`src/rtl/rx_nibble_packer_pkg.sv`:
```
`default_nettype none
// ============================================================================
// Module      : rx_nibble_packer_pkg
// Description : Shared widths and FSM state encoding for the nibble packer.
// Revision    : 1.0  initial release
// ============================================================================
package rx_nibble_packer_pkg;

    localparam int NIBBLE_W   = 4;
    localparam int WORD_CNT_W = 8;

    // IDLE: no nibbles held. COLLECT: 1..NIB_PER_WORD-1 nibbles held.
    typedef enum logic [0:0] {
        ST_IDLE    = 1'b0,
        ST_COLLECT = 1'b1
    } state_t;

endpackage : rx_nibble_packer_pkg
`default_nettype wire

```
`src/rtl/rx_nibble_packer_if.sv`:
```
`default_nettype none
// ============================================================================
// Module      : rx_nibble_packer_if
// Description : Nibble input, word output and status signals of the packer.
//               slave  - packer side (consumes nibbles, produces words)
//               master - environment side (produces nibbles, consumes words)
// Ports       : i_nib_vld, i_nib, i_flush, i_clr_ovf, i_word_rdy (to packer)
//               o_word, o_word_vld, o_overflow, o_word_cnt (from packer)
// Revision    : 1.0  initial release
// ============================================================================
interface rx_nibble_packer_if #(
    parameter int NIB_PER_WORD = 4
) ();
    import rx_nibble_packer_pkg::*;

    logic                             i_nib_vld;
    logic [NIBBLE_W-1:0]              i_nib;
    logic                             i_flush;
    logic                             i_clr_ovf;
    logic                             i_word_rdy;
    logic [NIBBLE_W*NIB_PER_WORD-1:0] o_word;
    logic                             o_word_vld;
    logic                             o_overflow;
    logic [WORD_CNT_W-1:0]            o_word_cnt;

    modport slave (
        input  i_nib_vld, i_nib, i_flush, i_clr_ovf, i_word_rdy,
        output o_word, o_word_vld, o_overflow, o_word_cnt
    );

    modport master (
        output i_nib_vld, i_nib, i_flush, i_clr_ovf, i_word_rdy,
        input  o_word, o_word_vld, o_overflow, o_word_cnt
    );

endinterface : rx_nibble_packer_if
`default_nettype wire

```
`src/rtl/sync_fifo_ff.sv`:
```
`default_nettype none
// ============================================================================
// Module      : sync_fifo_ff
// Description : Single-clock flop-based FIFO with first-word-fall-through.
//               A push is accepted when not full, or when full and a pop
//               happens in the same cycle. o_data reads 0 while empty.
// Ports       : clk, rst_n (async active-low), i_push/i_data,
//               i_pop, o_data (head entry), o_full, o_empty
// Revision    : 1.0  initial release
// ============================================================================
module sync_fifo_ff #(
    parameter int WIDTH = 16,
    parameter int DEPTH = 2
) (
    input  wire logic             clk,
    input  wire logic             rst_n,
    input  wire logic             i_push,
    input  wire logic [WIDTH-1:0] i_data,
    input  wire logic             i_pop,
    output logic      [WIDTH-1:0] o_data,
    output logic                  o_full,
    output logic                  o_empty
);

    localparam int AW = (DEPTH > 1) ? $clog2(DEPTH) : 1;
    localparam int CW = AW + 1;

    logic [WIDTH-1:0] mem_q [DEPTH];
    logic [WIDTH-1:0] mem_d [DEPTH];
    logic [AW-1:0]    wr_ptr_q, wr_ptr_d;
    logic [AW-1:0]    rd_ptr_q, rd_ptr_d;
    logic [CW-1:0]    count_q,  count_d;
    logic             wr_en;
    logic             rd_en;

    always_comb begin
        o_full  = (count_q == CW'(DEPTH));
        o_empty = (count_q == '0);
        o_data  = o_empty ? '0 : mem_q[rd_ptr_q];
        rd_en   = i_pop && !o_empty;
        // Full-with-pop frees the head slot in the same edge.
        wr_en   = i_push && (!o_full || rd_en);

        mem_d    = mem_q;
        wr_ptr_d = wr_ptr_q;
        rd_ptr_d = rd_ptr_q;
        count_d  = count_q;
        if (wr_en) begin
            mem_d[wr_ptr_q] = i_data;
            wr_ptr_d        = wr_ptr_q + AW'(1);
        end
        if (rd_en) begin
            rd_ptr_d = rd_ptr_q + AW'(1);
        end
        count_d = count_q + CW'(wr_en) - CW'(rd_en);
    end

    always_ff @(posedge clk or negedge rst_n) begin
        if (!rst_n) begin
            for (int i = 0; i < DEPTH; i++) begin
                mem_q[i] <= '0;
            end
            wr_ptr_q <= '0;
            rd_ptr_q <= '0;
            count_q  <= '0;
        end else begin
            mem_q    <= mem_d;
            wr_ptr_q <= wr_ptr_d;
            rd_ptr_q <= rd_ptr_d;
            count_q  <= count_d;
        end
    end

endmodule : sync_fifo_ff
`default_nettype wire

```
`src/rtl/rx_nibble_packer.sv`:
```
`default_nettype none
// ============================================================================
// Module      : rx_nibble_packer
// Description : Packs NIB_PER_WORD 4-bit nibbles LSB-first into a word and
//               queues completed words in a small FWFT buffer. Words that
//               complete while the buffer is full (and not draining) are
//               dropped and flagged with a sticky overflow.
// Ports       : i_clk_b   - clock, rising edge
//               i_rst_n   - asynchronous active-low reset
//               bus       - nibble in / word out / status (slave modport)
// Revision    : 1.0  initial release
// ============================================================================
module rx_nibble_packer #(
    parameter int NIB_PER_WORD = 4,
    parameter int FIFO_DEPTH   = 2
) (
    input  wire logic       i_clk_b,
    input  wire logic       i_rst_n,
    rx_nibble_packer_if.slave bus
);
    import rx_nibble_packer_pkg::*;

    localparam int                WORD_W   = NIBBLE_W * NIB_PER_WORD;
    localparam int                IDX_W    = $clog2(NIB_PER_WORD);
    localparam logic [IDX_W-1:0]  LAST_IDX = IDX_W'(NIB_PER_WORD - 1);

    state_t                state_q, state_d;
    logic [IDX_W-1:0]      idx_q,   idx_d;
    logic [WORD_W-1:0]     asm_q,   asm_d;
    logic                  ovf_q,   ovf_d;
    logic [WORD_CNT_W-1:0] cnt_q,   cnt_d;

    logic [IDX_W-1:0]      nib_pos;
    logic [WORD_W-1:0]     word_next;
    logic                  push;
    logic                  pop;
    logic                  fifo_full;
    logic                  fifo_empty;
    logic [WORD_W-1:0]     fifo_data;

    always_comb begin
        state_d = state_q;
        idx_d   = idx_q;
        asm_d   = asm_q;
        ovf_d   = ovf_q;
        cnt_d   = cnt_q;
        push    = 1'b0;

        pop     = !fifo_empty && bus.i_word_rdy;

        // In IDLE the incoming nibble is always nibble 0 of a new word.
        nib_pos = (state_q == ST_IDLE) ? '0 : idx_q;
        word_next = asm_q;
        word_next[nib_pos*NIBBLE_W +: NIBBLE_W] = bus.i_nib;

        // Clear is applied first so a same-cycle drop overrides it.
        if (bus.i_clr_ovf) begin
            ovf_d = 1'b0;
        end

        if (bus.i_flush) begin
            state_d = ST_IDLE;
            idx_d   = '0;
            asm_d   = '0;
        end else if (bus.i_nib_vld) begin
            if (nib_pos == LAST_IDX) begin
                state_d = ST_IDLE;
                idx_d   = '0;
                asm_d   = '0;
                if (!fifo_full || pop) begin
                    push  = 1'b1;
                    cnt_d = cnt_q + WORD_CNT_W'(1);
                end else begin
                    ovf_d = 1'b1;
                end
            end else begin
                state_d = ST_COLLECT;
                idx_d   = nib_pos + IDX_W'(1);
                asm_d   = word_next;
            end
        end
    end

    always_ff @(posedge i_clk_b or negedge i_rst_n) begin
        if (!i_rst_n) begin
            state_q <= ST_IDLE;
            idx_q   <= '0;
            asm_q   <= '0;
            ovf_q   <= 1'b0;
            cnt_q   <= '0;
        end else begin
            state_q <= state_d;
            idx_q   <= idx_d;
            asm_q   <= asm_d;
            ovf_q   <= ovf_d;
            cnt_q   <= cnt_d;
        end
    end

    sync_fifo_ff #(
        .WIDTH (WORD_W),
        .DEPTH (FIFO_DEPTH)
    ) u_fifo (
        .clk     (i_clk_b),
        .rst_n   (i_rst_n),
        .i_push  (push),
        .i_data  (word_next),
        .i_pop   (pop),
        .o_data  (fifo_data),
        .o_full  (fifo_full),
        .o_empty (fifo_empty)
    );

    assign bus.o_word     = fifo_data;
    assign bus.o_word_vld = !fifo_empty;
    assign bus.o_overflow = ovf_q;
    assign bus.o_word_cnt = cnt_q;

endmodule : rx_nibble_packer
`default_nettype wire

```
`src/flat_wrapper.sv`:
```
// flat-port wrapper written by rule: the top's interface ports become plain ports
module rx_nibble_packer_flat import rx_nibble_packer_pkg::*;
#(
    parameter int NIB_PER_WORD = 4,
    parameter int FIFO_DEPTH   = 2
)
  (i_clk_b, i_rst_n, bus_i_nib_vld, bus_i_nib, bus_i_flush, bus_i_clr_ovf, bus_i_word_rdy, bus_o_word, bus_o_word_vld, bus_o_overflow, bus_o_word_cnt);
  rx_nibble_packer_if #(.NIB_PER_WORD(NIB_PER_WORD)) bus_i ();
  input  wire logic i_clk_b;
  input  wire logic i_rst_n;
  input wire logic [$bits(bus_i.i_nib_vld)-1:0] bus_i_nib_vld;
  input wire logic [$bits(bus_i.i_nib)-1:0] bus_i_nib;
  input wire logic [$bits(bus_i.i_flush)-1:0] bus_i_flush;
  input wire logic [$bits(bus_i.i_clr_ovf)-1:0] bus_i_clr_ovf;
  input wire logic [$bits(bus_i.i_word_rdy)-1:0] bus_i_word_rdy;
  output wire logic [$bits(bus_i.o_word)-1:0] bus_o_word;
  output wire logic [$bits(bus_i.o_word_vld)-1:0] bus_o_word_vld;
  output wire logic [$bits(bus_i.o_overflow)-1:0] bus_o_overflow;
  output wire logic [$bits(bus_i.o_word_cnt)-1:0] bus_o_word_cnt;
  assign bus_i.i_nib_vld = bus_i_nib_vld;
  assign bus_i.i_nib = bus_i_nib;
  assign bus_i.i_flush = bus_i_flush;
  assign bus_i.i_clr_ovf = bus_i_clr_ovf;
  assign bus_i.i_word_rdy = bus_i_word_rdy;
  assign bus_o_word = bus_i.o_word;
  assign bus_o_word_vld = bus_i.o_word_vld;
  assign bus_o_overflow = bus_i.o_overflow;
  assign bus_o_word_cnt = bus_i.o_word_cnt;
  rx_nibble_packer #(.NIB_PER_WORD(NIB_PER_WORD), .FIFO_DEPTH(FIFO_DEPTH)) u_core (.i_clk_b(i_clk_b), .i_rst_n(i_rst_n), .bus(bus_i));
endmodule
```
`config.mk`:
```
export PLATFORM = sky130hd
export DESIGN_NAME = rx_nibble_packer_flat
export DESIGN_NICKNAME = d
export VERILOG_FILES = /design/src/rtl/rx_nibble_packer_pkg.sv /design/src/rtl/rx_nibble_packer_if.sv /design/src/rtl/sync_fifo_ff.sv /design/src/rtl/rx_nibble_packer.sv /design/src/flat_wrapper.sv
export SDC_FILE = /design/constraint.sdc
export NUM_CORES = 1
export LEC_CHECK = 0
export CAP_MARGIN = 10
export CORE_MARGIN = 5
export CORE_UTILIZATION = 51
export DETAILED_ROUTE_END_ITERATION = 10
export HOLD_SLACK_MARGIN = 0.03
export MAX_ROUTING_LAYER = met4
export PLACE_DENSITY = 0.8
export SETUP_SLACK_MARGIN = 0.15
export SLEW_MARGIN = 20
export SYNTH_ARGS = -nofsm -noshare
export SYNTH_HDL_FRONTEND = slang
export SYNTH_SLANG_ARGS = --single-unit
export TNS_END_PERCENT = 100
```
`constraint.sdc`:
```
create_clock -name i_clk_b -period 2.38 [get_ports i_clk_b]
set_input_delay 0.238 -clock i_clk_b [delete_from_list [all_inputs] [get_ports i_clk_b]]
set_output_delay 0.238 -clock i_clk_b [all_outputs]
set_load 0.02 [all_outputs]
```
==> flow_summary.toml <==
[setup_path]
crit_buf_inv = 2
cp-start-kind = "flip-flop"
path_max_fanout = 16
worstSetupEndpointType = "flip-flop"
ff2ff_path_depth = 7
crit_cells = 7
worst_path_largest_cell_delay_ns = 0.43
critPathTopFamily = "simple AND/OR/NAND/NOR gates"
worstReg2RegEnd = "u_core.u_fifo.mem_q[3]"
worstPathArrival_ns = 2.32
crit_slowest_cell = "dfrtp_2"
path_cells = "nand2_2 > inv_1 > ha_2 > buf_4 > and3b_2 > nand3_4 > mux2_4"
worstPathRequired_ns = 2.61
r2r_start = "u_core.state_q"
r2r_slack_ns = 0.29
critical_path_class = "flip-flop to flip-flop"

[layout]
final_nets = 337
instances_no_fill = 401
drive_above_1_share_pct = 23.8
fin_area_mm2 = 0.00400
n_antenna_cell = 0
area_growth_pct = 22.8
fin_util_pct = 63.6

[outcome]
status = "finished clean"

[yosys]
syn_area_per_cell_um2 = 12.0
yosysTopAreaCell = "dfrtp_1"
yosysUniqueCellTypes = 43
synth-seq-cells = 61
synth.net_count = 290
synthCells = 272
synth_area_mm2 = 0.00325
synth_edf_count = 0
synthTopCellsByArea = "dfrtp_1 (47%), mux2_4 (9.2%), mux2i_1 (5.2%)"
synth-main-ff-cell = "dfrtp_1"
synth_top_area_share_pct = 46.9
ys_seq_area_share_pct = 46.9
yosys_warnings = 0
async_flop_share_pct = 100

[clocking]
cts_max_level = 3
cts_buffer_depth = 2
clkLatencyLatePin_ns = 0.35
cts_sinks = 61
cts_made_buffers = 9
clk_pin_slew_ns = 0.08
cts_tree = "yes"
cts_root_buffer = "clkbuf_8"

[power_and_ir_drop]
power_density_mw_per_mm2 = 663
peakVddDrop_uv = 767
power_leakage_nw = 1.90

[routing]
wl_mm = 7.02
post_drt_wl_per_cell_um = 17.5
viasPerCell = 5.79
vias = 2321
drtPass1Iterations = 4
drtAntennaViolNets = 0
drc_errors = 0
initialDrtViolationCount = 189

[placed_design]
placed_area_mm2 = 0.00372
dp_hpwl_mm = 4.71
gp_congestion = 0.831
dp.cells = 380
portBuffers = 35

[sta]
maxSlewViolCount = 0
tightest_slew_ns = 0.605
fin_setup_tns_ns = 0
clock.fmax_mhz = 479
period_share_pct = 87.8
finalHoldViolations = 0
setup_viol = 0
fin_crit_ns = 2.09
rsz0062_at_grt = "false"
finalClockSkew_ns = 0.0118
max_slew_margin_pct = 59.3

[floorplanning]
die_h_um = 89.9
start_util_pct = 51.8
dieArea_mm2 = 0.00808
io-pin-count = 36
die_w_um = 89.9
core_mm2 = 0.00628
num_rows = 29

[min_path]
hold_path.class = "input port to asynchronous set/reset pin"

[grt]
overflow = 0
grt_usage_pct = 18.8
grt_pass1_wl_mm = 12.1
grt_pass1_vias = 2395
antenna_found_initial = 0
grt_max_degree = 62

[run]
cap_violations = 0
[cells in the mapped netlist (2+ instances only)]
| master | n |
|---|---|
| a41o_1 | 4 |
| a22o_1 | 4 |
| a21oi_1 | 2 |
| nor2_1 | 22 |
| mux2i_1 | 17 |
| buf_2 | 3 |
| and2_1 | 4 |
| mux2_2 | 13 |
| xnor2_1 | 3 |
| nand2_1 | 13 |
| a32o_1 | 8 |
| o22ai_1 | 2 |
| inv_1 | 9 |
| dfrtp_1 | 61 |
| a221oi_1 | 6 |
| nand3_1 | 7 |
| o21a_1 | 2 |
| nand2b_1 | 6 |
| mux2_4 | 20 |
| ha_1 | 8 |
| xor2_1 | 8 |
| o21ai_0 | 2 |
| nand4_1 | 5 |
| nor4b_1 | 6 |
| nor2b_1 | 10 |
| nor4_1 | 2 |
| clkbuf_1 | 9 |
[where the power goes]
group / internal (mW) / switching, mW
registers: 1.07 / 0.0380
clock network: 0.620 / 0.424
logic: 0.212 / 0.282
[state kept, by name, indices dropped and copies added (netlist names)]
name	count
u_core.u_fifo.wr_ptr_q	1
u_core.state_q	1
u_core.u_fifo.mem_q	32
u_core.u_fifo.rd_ptr_q	1
u_core.asm_q	13
u_core.bus.o_word_cnt	8
u_core.u_fifo.count_q	2
u_core.bus.o_overflow	1
u_core.idx_q	2
[per-stage QoR]
| step | power (mW) | worst slack, ns | hold slack (ns) |
|---|---|---|---|
| 2_1_floorplan | 1.44 | 0.172 | -0.0576 |
| 3_3_place_gp | 1.60 | 0.270 | 0.272 |
| 3_5_place_dp | 1.62 | 0.158 | 0.274 |
| 4_1_cts | 2.67 | 0.196 | 0.441 |
| 5_1_grt | 2.77 | 0.181 | 0.460 |
| 6_report | 2.65 | 0.291 | 0.430 |
[logic make-up (layout without fill, tap and decap cells)]
family | Yosys count | in the layout | share of synthesized area (%)
AND/OR/NAND/NOR | 86 | 86 | 16.2
flip-flops | 61 | 61 | 46.9
multiplexers | 50 | 50 | 19.0
AO/OA/AOI/OAI | 33 | 33 | 8.57
buffers and inverters | 23 | 75 | 3.34
XOR/XNOR | 11 | 11 | 2.96
adder cells (fa/ha/maj) | 8 | 8 | 3.08
[layer usage]
layer / up-vias / track usage [%] / share of wire (%)
li1: 1087 / - / -
met1: 1148 / 24.4 / 45
met2: 74 / 28.0 / 47
met3: 12 / 4.59 / 5.4
met4: 0 / 8.68 / 2.3
met5: - / - / 0
[worst max path at each step]
stage / start / endpoint / slack [ns]
floorplan: u_core.state_q / u_core.u_fifo.count_q[1] / 0.17
global placement: u_core.state_q / u_core.u_fifo.mem_q[3] / 0.27
detailed placement: u_core.state_q / u_core.u_fifo.count_q[1] / 0.16
CTS: u_core.state_q / u_core.u_fifo.count_q[1] / 0.20
global route: u_core.state_q / u_core.u_fifo.mem_q[3] / 0.18
finish: u_core.state_q / u_core.u_fifo.mem_q[3] / 0.29
[layout by cell type (no fill, tap or decap), types with 2 or more instances in the layout]
cell	count
dfrtp_1	60
clkdlybuf4s50_1	34
nor2_1	21
mux2_4	20
mux2i_1	17
mux2_2	13
buf_4	13
nand2_1	11
nor2b_1	10
clkbuf_8	10
inv_1	8
a32o_1	8
xor2_1	8
nand3_1	7
ha_1	7
nor4b_1	6
nand2b_1	6
a221oi_1	6
nand4_1	5
a41o_1	4
and2_1	4
a22o_1	4
xnor2_1	3
o22ai_1	2
nor4_1	2
a21oi_1	2
o21a_1	2
o21ai_0	2
bufinv_16	2
clkinvlp_4	2
[repair_timing]
action | CTS | global route
hold buffers | 1 | 0
pin swaps | 0 | 2
resized for setup | 1 | 4
gates cloned | 0 | 0
setup buffers | 0 | 4
setup endpoints to repair | 1 | 18
endpoints found under the hold margin | 61 | 0
[final cells by class]
class	count	area [um2]
clock buffer	11	141
clock inverter	5	83.8
sequential	61	1530
fill	470	2280
multi-input combinational	188	1640
tap	77	96.3
timing repair buffer	50	473
inverter	9	33.8
[worst reg2reg max path, cell delays in order (launching register included)]
cell and delay [ns]:
dfrtp_2 0.43, nand2_2 0.10, inv_1 0.10, ha_2 0.21
buf_4 0.21, and3b_2 0.24, nand3_4 0.28, mux2_4 0.40
Power figures use the tool's default switching activity.
